[src/rtl/gmii_rx_writer.sv]
// rtl/gmii_rx_writer.sv - GMII receive framer writing frames into a circular packet buffer
//
// Strips preamble/SFD, packs bytes into 16-bit words ({odd, even}) and writes
// each frame behind a length header into a 4096-word ring. rxmem_wr_ptr only
// moves once the whole frame and its header are in memory; dropped frames
// (no room, oversize, runt) leave it untouched.
//
// Optional feature macro: RX_TIMESTAMP_EN adds ts_counter and four timestamp
// header words (LS word first) after the length word.
//
// Ports:
//   gmii_rx_clk    in   125 MHz receive clock (only clock)
//   sys_rst_n      in   asynchronous active-low reset
//   gmii_rx_dv     in   GMII receive data valid
//   gmii_rxd       in   GMII receive byte
//   rxmem_rd_ptr   in   consumer read pointer (word address)
//   ts_counter     in   free-running timestamp (RX_TIMESTAMP_EN only)
//   rxmem_wr_en    out  buffer write strobe
//   rxmem_wr_addr  out  buffer write word address
//   rxmem_wr_data  out  buffer write data
//   rxmem_wr_ptr   out  committed write pointer (first free word)
//   rx_frame_cnt   out  committed frame count (wraps)
//   rx_drop_cnt    out  dropped frame count (wraps)

module gmii_rx_writer #(
  parameter int MAX_FRAME = 1518,
  parameter int MIN_FRAME = 64
) (
  input  logic        gmii_rx_clk,
  input  logic        sys_rst_n,
  input  logic        gmii_rx_dv,
  input  logic [7:0]  gmii_rxd,
  input  logic [11:0] rxmem_rd_ptr,
`ifdef RX_TIMESTAMP_EN
  input  logic [63:0] ts_counter,
`endif
  output logic        rxmem_wr_en,
  output logic [11:0] rxmem_wr_addr,
  output logic [15:0] rxmem_wr_data,
  output logic [11:0] rxmem_wr_ptr,
  output logic [15:0] rx_frame_cnt,
  output logic [15:0] rx_drop_cnt
);

`ifdef RX_TIMESTAMP_EN
  localparam int HDR = 5;
`else
  localparam int HDR = 1;
`endif
  localparam logic [11:0] HDR_W    = 12'(HDR);
  localparam logic [2:0]  HDR_LAST = 3'(HDR - 1);
  localparam logic [11:0] MAX_W    = 12'(MAX_FRAME);
  localparam logic [11:0] MIN_W    = 12'(MIN_FRAME);

  typedef enum logic [2:0] {
    S_IDLE, S_PREAMBLE, S_DATA, S_FLUSH, S_COMMIT, S_DROP_WAIT
  } state_t;

  state_t      state;
  logic [11:0] start_ptr;
  logic [11:0] data_addr;
  logic [11:0] byte_cnt;
  logic [7:0]  even_byte;
  logic [2:0]  hdr_idx;
  logic        commit_pend;
`ifdef RX_TIMESTAMP_EN
  logic [63:0] ts_latch;
`endif

  logic [11:0] free_words;
  logic [11:0] cnt_inc;
  logic        addr_ok;
  logic [15:0] hdr_word;

  // rd_ptr is used live, so a consumer advance frees space immediately.
  assign free_words = rxmem_rd_ptr - rxmem_wr_ptr - 12'd1;
  assign addr_ok    = (data_addr + 12'd1) != rxmem_rd_ptr;
  assign cnt_inc    = byte_cnt + 12'd1;

  always_comb begin
    hdr_word = {4'd0, byte_cnt};
`ifdef RX_TIMESTAMP_EN
    case (hdr_idx)
      3'd1:    hdr_word = ts_latch[15:0];
      3'd2:    hdr_word = ts_latch[31:16];
      3'd3:    hdr_word = ts_latch[47:32];
      3'd4:    hdr_word = ts_latch[63:48];
      default: hdr_word = {4'd0, byte_cnt};
    endcase
`endif
  end

  always_ff @(posedge gmii_rx_clk or negedge sys_rst_n) begin
    if (!sys_rst_n) begin
      state         <= S_IDLE;
      start_ptr     <= '0;
      data_addr     <= '0;
      byte_cnt      <= '0;
      even_byte     <= '0;
      hdr_idx       <= '0;
      commit_pend   <= 1'b0;
      rxmem_wr_en   <= 1'b0;
      rxmem_wr_addr <= '0;
      rxmem_wr_data <= '0;
      rxmem_wr_ptr  <= '0;
      rx_frame_cnt  <= '0;
      rx_drop_cnt   <= '0;
`ifdef RX_TIMESTAMP_EN
      ts_latch      <= '0;
`endif
    end else begin
      rxmem_wr_en <= 1'b0;
      commit_pend <= 1'b0;

      // Pointer moves the cycle after the last header write is presented,
      // so the header is in memory before the host can see the frame.
      if (commit_pend) begin
        rxmem_wr_ptr <= data_addr;
        rx_frame_cnt <= rx_frame_cnt + 16'd1;
      end

      case (state)
        S_IDLE: begin
          if (gmii_rx_dv)
            state <= (gmii_rxd == 8'h55) ? S_PREAMBLE : S_DROP_WAIT;
        end

        S_PREAMBLE: begin
          if (!gmii_rx_dv) begin
            state <= S_IDLE;
          end else if (gmii_rxd == 8'hD5) begin
            if (free_words < HDR_W + 12'd1) begin
              state       <= S_DROP_WAIT;
              rx_drop_cnt <= rx_drop_cnt + 16'd1;
            end else begin
              state     <= S_DATA;
              start_ptr <= rxmem_wr_ptr;
              data_addr <= rxmem_wr_ptr + HDR_W;
              byte_cnt  <= '0;
`ifdef RX_TIMESTAMP_EN
              ts_latch  <= ts_counter;
`endif
            end
          end else if (gmii_rxd != 8'h55) begin
            state <= S_DROP_WAIT;
          end
        end

        S_DATA: begin
          if (gmii_rx_dv) begin
            if (cnt_inc > MAX_W) begin
              state       <= S_DROP_WAIT;
              rx_drop_cnt <= rx_drop_cnt + 16'd1;
            end else if (!byte_cnt[0]) begin
              even_byte <= gmii_rxd;
              byte_cnt  <= cnt_inc;
            end else if (!addr_ok) begin
              // Writing here would make the ring look empty to the consumer.
              state       <= S_DROP_WAIT;
              rx_drop_cnt <= rx_drop_cnt + 16'd1;
            end else begin
              rxmem_wr_en   <= 1'b1;
              rxmem_wr_addr <= data_addr;
              rxmem_wr_data <= {gmii_rxd, even_byte};
              data_addr     <= data_addr + 12'd1;
              byte_cnt      <= cnt_inc;
            end
          end else if (byte_cnt < MIN_W) begin
            state       <= S_IDLE;
            rx_drop_cnt <= rx_drop_cnt + 16'd1;
          end else if (byte_cnt[0]) begin
            state <= S_FLUSH;
          end else begin
            state   <= S_COMMIT;
            hdr_idx <= '0;
          end
        end

        S_FLUSH: begin
          if (addr_ok) begin
            rxmem_wr_en   <= 1'b1;
            rxmem_wr_addr <= data_addr;
            rxmem_wr_data <= {8'h00, even_byte};
            data_addr     <= data_addr + 12'd1;
            state         <= S_COMMIT;
            hdr_idx       <= '0;
          end else begin
            state       <= S_IDLE;
            rx_drop_cnt <= rx_drop_cnt + 16'd1;
          end
        end

        S_COMMIT: begin
          // Header space was reserved at SFD, so no legality check here.
          rxmem_wr_en   <= 1'b1;
          rxmem_wr_addr <= start_ptr + 12'(hdr_idx);
          rxmem_wr_data <= hdr_word;
          if (hdr_idx == HDR_LAST) begin
            state       <= S_IDLE;
            commit_pend <= 1'b1;
          end else begin
            hdr_idx <= hdr_idx + 3'd1;
          end
        end

        S_DROP_WAIT: begin
          if (!gmii_rx_dv)
            state <= S_IDLE;
        end

        default: state <= S_IDLE;
      endcase
    end
  end

endmodule

[config.mk]
export PLATFORM = sky130hd
export DESIGN_NAME = gmii_rx_writer
export DESIGN_NICKNAME = d
export VERILOG_FILES = /design/src/rtl/gmii_rx_writer.sv
export SDC_FILE = /design/constraint.sdc
export NUM_CORES = 1
export LEC_CHECK = 0
export ABC_AREA = 1
export CAP_MARGIN = 15
export CORE_MARGIN = 4
export CORE_UTILIZATION = 40
export CTS_CLUSTER_DIAMETER = 50
export DETAILED_ROUTE_END_ITERATION = 10
export SLEW_MARGIN = 20
export SYNTH_ARGS = -nofsm -noshare
export SYNTH_HDL_FRONTEND = slang
export SYNTH_SLANG_ARGS = --single-unit
[constraint.sdc]
create_clock -name gmii_rx_clk -period 3.5 [get_ports gmii_rx_clk]
set_clock_uncertainty 0.05 [all_clocks]
set_input_delay 1.05 -clock gmii_rx_clk [delete_from_list [all_inputs] [get_ports gmii_rx_clk]]
set_output_delay 1.05 -clock gmii_rx_clk [all_outputs]
set_load 0.05 [all_outputs]
Yosys cells after proc, flatten, opt, wreduce, memory -nomap -nowiden
Cells that the tools add are included.
{ "word_totals": {"input_bits": 23, "word_cells": 139, "regBits": 124} }
{ "classes": {"n_addsub": 9, "n_eq_ne": 30, "reduce_logical": 15, "order_cmp": 3, "muxes": 65, "bitwise": 3} }
{ "op_table": {"columns": ["operator", "n"], "rows": [
  ["2-to-1 mux 12 bit", 18],
  ["2-to-1 mux 16 bit", 13],
  ["case mux 16 bit (3 select lines)", 2],
  ["case mux 12 bit (3 select lines)", 2],
  ["2-to-1 mux 3 bit", 20],
  ["adder 12 x 1 -> 12 bit (second input constant)", 3],
  ["adder 16 x 1 -> 16 bit (second input constant)", 2],
  ["inequality test 2 bit (second input constant)", 16],
  ["AND reduction 6 bit", 5],
  ["case mux 12 bit (2 select lines)", 1],
  ["case mux 3 bit (6 select lines)", 1],
  ["AND reduction 7 bit", 2],
  ["adder 12 x 3 -> 12 bit", 1],
  ["greater-than comparator 12 x 11 -> 1 bit (second input constant)", 1],
  ["less-than comparator 12 x 2 -> 1 bit (second input constant)", 1],
  ["less-than comparator 12 x 7 -> 1 bit (second input constant)", 1],
  ["inequality test 12 bit", 1],
  ["inequality test 4 bit (second input constant)", 3],
  ["AND reduction 4 bit", 3],
  ["subtractor 12 x 1 -> 12 bit (second input constant)", 1],
  ["subtractor 12 bit", 1],
  ["case mux 3 bit (3 select lines)", 1],
  ["equality test 8 x 7 -> 1 bit (second input constant)", 1],
  ["equality test 8 bit (second input constant)", 1],
  ["12 further kinds", 24]
]} }

Depth between registers and ports, before layout
{ "logic_depth": {"depth_word": 7, "ltp_mapped": 21} }

Worst setup path before layout
No wires, ideal clock.
{ "synth_timing": {"kind": "input-to-reg", "from": "input port rxmem_rd_ptr[0]", "to": "register rx_drop_cnt[8]", "path_slack_ps": 366, "setup_ps": 120, "stages": 19, "arrival_ps": 2965, "cell_sequence": "inv_1 -> nor2_1 -> inv_1 -> fa_1 -> inv_1 -> nand3_1 -> nand2_1 -> nand2_1 -> nand3_1 -> nand2_1 -> nor2_1 -> nand2_1 -> nor2_1 -> a21oi_1 -> nor2_4 -> nand2_4 -> buf_6 -> nand2_1 -> nand2_1"} }
{ "synth_between": {"elab_chain_len": 6} }
{ "synth_rtl": {"columns": ["item", "line_no", "rtl"], "rows": [
  ["start: declaration", "33", "input logic [11:0] rxmem_rd_ptr,"],
  ["parallel branches: the longest is 6 deep, another holds subtractor 12 bit", null, null],
  ["end signal: assignment", "134", "rx_drop_cnt <= rx_drop_cnt + 16'd1;"],
  ["end signal: assignment", "153", "rx_drop_cnt <= rx_drop_cnt + 16'd1;"],
  ["end signal: assignment", "160", "rx_drop_cnt <= rx_drop_cnt + 16'd1;"],
  ["end: declaration", "42", "output logic [15:0] rx_drop_cnt"]
]} }
Several ways; the timed one is not identified. The select of a mux whose other input is x is not followed.
A chain may end at the register's enable or synchronous reset.

Worst setup path after layout
{ "layout_timing": {"from": "input port rxmem_rd_ptr[0]", "to": "register rx_drop_cnt[9]"} }
The elaborated chain is that of the path after synthesis.

==> summary.md <==
| Metric | Value |
|---|---|
| Count of unique library cells instantiated by Yosys | 39 |
| CTS Buffer Depth | 2 |
| CP Max Fanout | 8 |
| Power density of the placed cells | 584 nW/um^2 |
| Number of levels in the clock H-tree | 4 |
| Total chip power | 6.08 mW |
| Number of antenna-violating nets in the routed design | 0 |
| DR iter-0 viols | 468 |
| Total placed cells including tap cells | 1551 |
| Post-CTS Hold Buffers | 0 |
| Met2 capacity usage during global routing | 29.6% |
| Total clock sinks | 124 |
| Synth Cell Area | 8130 um^2 |
| Growth of design area from synthesis to finish | 28.1% |
| Most frequent standard cell in the layout excluding fill and tap cells | sky130_fd_sc_hd__nand2_1 |
| Gr busiest metal | met1 |
| Arrival @ worst endpoint | 3640 ps |
| Initial cell density of the core | 41.2% |
| Fraction of final layout cells sized beyond drive strength 1 | 10.7% |
| Instance count of the mapped netlist | 1163 |
| Clock power frac | 31.4% |
| Placeable core region | 19700 um^2 |
| Worst slew slack as a fraction of its limit | 30.7% |
| Maximum achievable frequency | 296 MHz |
| Global-route congestion overflow total | 0 |
| Clock tree from TritonCTS | yes |
| Final HPWL DP | 16.7 mm |
| Floorplan die width | 151 um |
| Wirelength per Cell | 13.8 um |
| CTS clock-pin slew for the worst setup and hold paths | 60 ps |
| Top-Level Pins | 96 |
| Sw frac | 40.4% |
| Num rows | 51 |
| Max-cap violations | 0 |
| Detailed-routing iteration count for the pre-antenna-repair pass | 5 |
| Peak VDD IR | 0.624 mV |
| Number of buffers created by CTS | 17 |
| Standard cell area after detailed placement | 9710 um^2 |
| Post-route standard cell area excluding fillers | 10400 um^2 |
| Nature of the critical path endpoint | flop |
| Number of vias after detailed routing | 7819 |
| Combined flip-flop and latch cell area | 3100 um^2 |
| Sequential Power Share | 29.9% |
| Sw Pwr | 2.46 mW |
| Most numerous cell on the critical path | sky130_fd_sc_hd__nand2_1 |
| Commonest cells after routing, fill and taps aside | sky130_fd_sc_hd__nand2_1 (404), sky130_fd_sc_hd__inv_1 (126), sky130_fd_sc_hd__dfrtp_1 (124) |
| Total length of routed wires | 22.0 mm |
| Final setup TNS | 0 ps |
| Shortest clock period the worst path allows after layout | 3370 ps |
| Number of fill cells in the layout | 1854 |
| Clock latency on the worst-skew pair | 420 ps |
| Combinational group share of total power | 38.8% |
| Post-Synthesis Net Count | 1209 |
| Outcome | finished, final reports clean |
| Static leakage | 5.03 nW |
| Full die area | 22700 um^2 |
| Residual DRC count | 0 |
| All-Layer GR Usage | 20.1% |
| Final Hold Vio Count | 0 |
| CP required | 3760 ps |
| Slew of the pin with the lowest slew margin | 1040 ps |
| Global-route wire length before repair | 36.6 mm |
| Count of port buffers added during placement | 95 |
| Ordered list of cells on the worst path | clkdlybuf4s50_1, inv_1, nor2_2, inv_1, fa_2, inv_1, nand3_1, nand2_2, nand2_1, nand2_1, nand4_1, nor2_1, nand2_1, nor2_2, buf_4, a21oi_2, nor2_4, nand2_4, nand2_1, nand2_1 |
| Setup CP Type | in2reg |
| Unrepaired setup endpoints after global routing | yes |
| Area taken by multi-input logic gates | 4390 um^2 |
| CTS Root Buffer Type | sky130_fd_sc_hd__clkbuf_16 |
| Number of vias per cell after detailed routing | 4.93 |
| Met1 routing resource usage after global routing | 29.6% |
| Internal cell power | 3.63 mW |
| Die H | 151 um |
| RD Place Congestion | 0.916 |
| Vias in the first global route | 7317 |
| Fraction of the cycle the final worst path needs | 96.4% |
| Final Max Slew Viols | 0 |
| Proportion of synthesized chip area in sequential cells | 38.2% |
| Mapped Avg Cell Area | 6.99 um^2 |
| Layout Cells excl Fill | 1586 |
| Delay of the slowest cell on the worst path | 470 ps |
| Antenna diodes | 0 |
| End-of-flow core utilization | 52.8% |
| Number of synthesis warnings | 0 |
| Antenna violations before repair | 0 |
| Crit path max-delay cell type | sky130_fd_sc_hd__clkdlybuf4s50_1 |
| Pin count of the biggest net entering global routing | 59 |
| Min-Delay Path Class | reg2reg |
| GR Util met3 | 4.58% |
| Number of endpoints failing setup at the final stage | 0 |
| Count of nets after finishing | 1354 |
| CP Launch Type | input pin |
| Register bit total from synthesis | 124 |
==> final timing paths <==
kind	start	end	slack, ps	cells past startpoint
setup / recovery	rxmem_rd_ptr[0]	rx_drop_cnt[9]	130	20
hold / removal	rx_frame_cnt[15]	rx_frame_cnt[15]	420	1
setup reg to reg	byte_cnt[0]	rxmem_wr_addr[8]	500	14
hold reg to reg	rx_frame_cnt[15]	rx_frame_cnt[15]	420	1
max in group asynchronous	sys_rst_n	start_ptr[5]	2160	2
min in group asynchronous	sys_rst_n	rxmem_wr_addr[9]	480	1
==> per-stage QoR <==
step,worst slack [ps],hold WS [ps]
after floorplan,366,403
after global placement,-566,411
after detailed placement,-644,415
after CTS,54.8,425
after global routing,-41.6,454
final,127,417
==> critical path, delay by kind of cell <==
kind                     cells  cell delay, ps
buffers and inverters        5             810
AND/OR/NAND/NOR             13            1350
adder cells (fa/ha/maj)      1             350
AO/OA/AOI/OAI                1              60
==> flip-flops by register name (all words and copies together) (netlist names) <==
register / count
rx_drop_cnt: 16
rx_frame_cnt: 16
rxmem_wr_data: 16
byte_cnt: 12
data_addr: 12
rxmem_wr_addr: 12
rxmem_wr_ptr: 12
start_ptr: 12
even_byte: 8
hdr_idx: 3
state: 3
commit_pend: 1
rxmem_wr_en: 1
==> logic make-up (layout without fill, tap and decap cells) <==
| family | after synthesis | in the layout | share of synthesized area [%] |
|---|---|---|---|
| buffers and inverters | 166 | 323 | 8.46 |
| DFF | 124 | 124 | 38.2 |
| adders and majority gates | 23 | 23 | 3.72 |
| AOI/OAI and AO/OA | 136 | 136 | 8.71 |
| and+or+nand+nor | 668 | 669 | 36.0 |
| xor gates and xnor gates | 45 | 45 | 4.85 |
| muxes | 1 | 1 | 0.138 |
==> power groups by stage <==
stage               clock, mW  sequential [mW]  combinational [mW]
floorplan                   0             2.25                1.10
global placement            0             1.84                2.28
detailed placement          0             1.84                2.29
CTS                      1.94             1.81                2.30
global route             2.01             1.85                2.61
finish                   1.91             1.82                2.36
==> synthesized netlist by cell type (all sizes together) <==
master | count | area, um^2
a211oi | 1 | 7.51
a21oi | 19 | 95.1
and3 | 2 | 12.5
buf | 22 | 146
clkbuf | 12 | 46.3
clkinv | 1 | 3.75
dfrtp | 124 | 3100
fa | 2 | 40.0
ha | 21 | 263
inv | 131 | 492
mux2 | 1 | 11.3
nand2 | 410 | 1560
nand3 | 95 | 495
nand3b | 19 | 143
nand4 | 19 | 125
nor2 | 107 | 497
nor3 | 9 | 45.0
nor3b | 1 | 7.51
nor4 | 2 | 12.5
o21ai | 104 | 521
o21bai | 6 | 45.0
o22ai | 4 | 25.0
o31ai | 2 | 15.0
or2 | 4 | 25.0
xnor2 | 15 | 131
xor2 | 30 | 263
==> per-layer routing <==
layer / share of wire, % / up-vias
li1: - / 4003
met1: 49 / 3560
met2: 43 / 229
met3: 6.2 / 27
met4: 1.7 / 0
met5: 0 / -
==> layout make-up <==
| class | instances | share of cell area [%] |
|---|---|---|
| inverter | 132 | 4.76 |
| clock buffer | 19 | 4.25 |
| timing repair buffer | 159 | 14.1 |
| tap | 265 | 3.18 |
| clock inverter | 13 | 1.83 |
| sequential | 124 | 29.8 |
| multi-input combinational | 874 | 42.1 |
==> repair_timing <==
action                                  CTS  global route
buffers inserted                          0             1
pin swaps                                 0             3
gates resized for setup                   2            12
endpoints found under the setup margin   23            54
gates cloned                              0             2
Power figures use the tool's default switching activity.
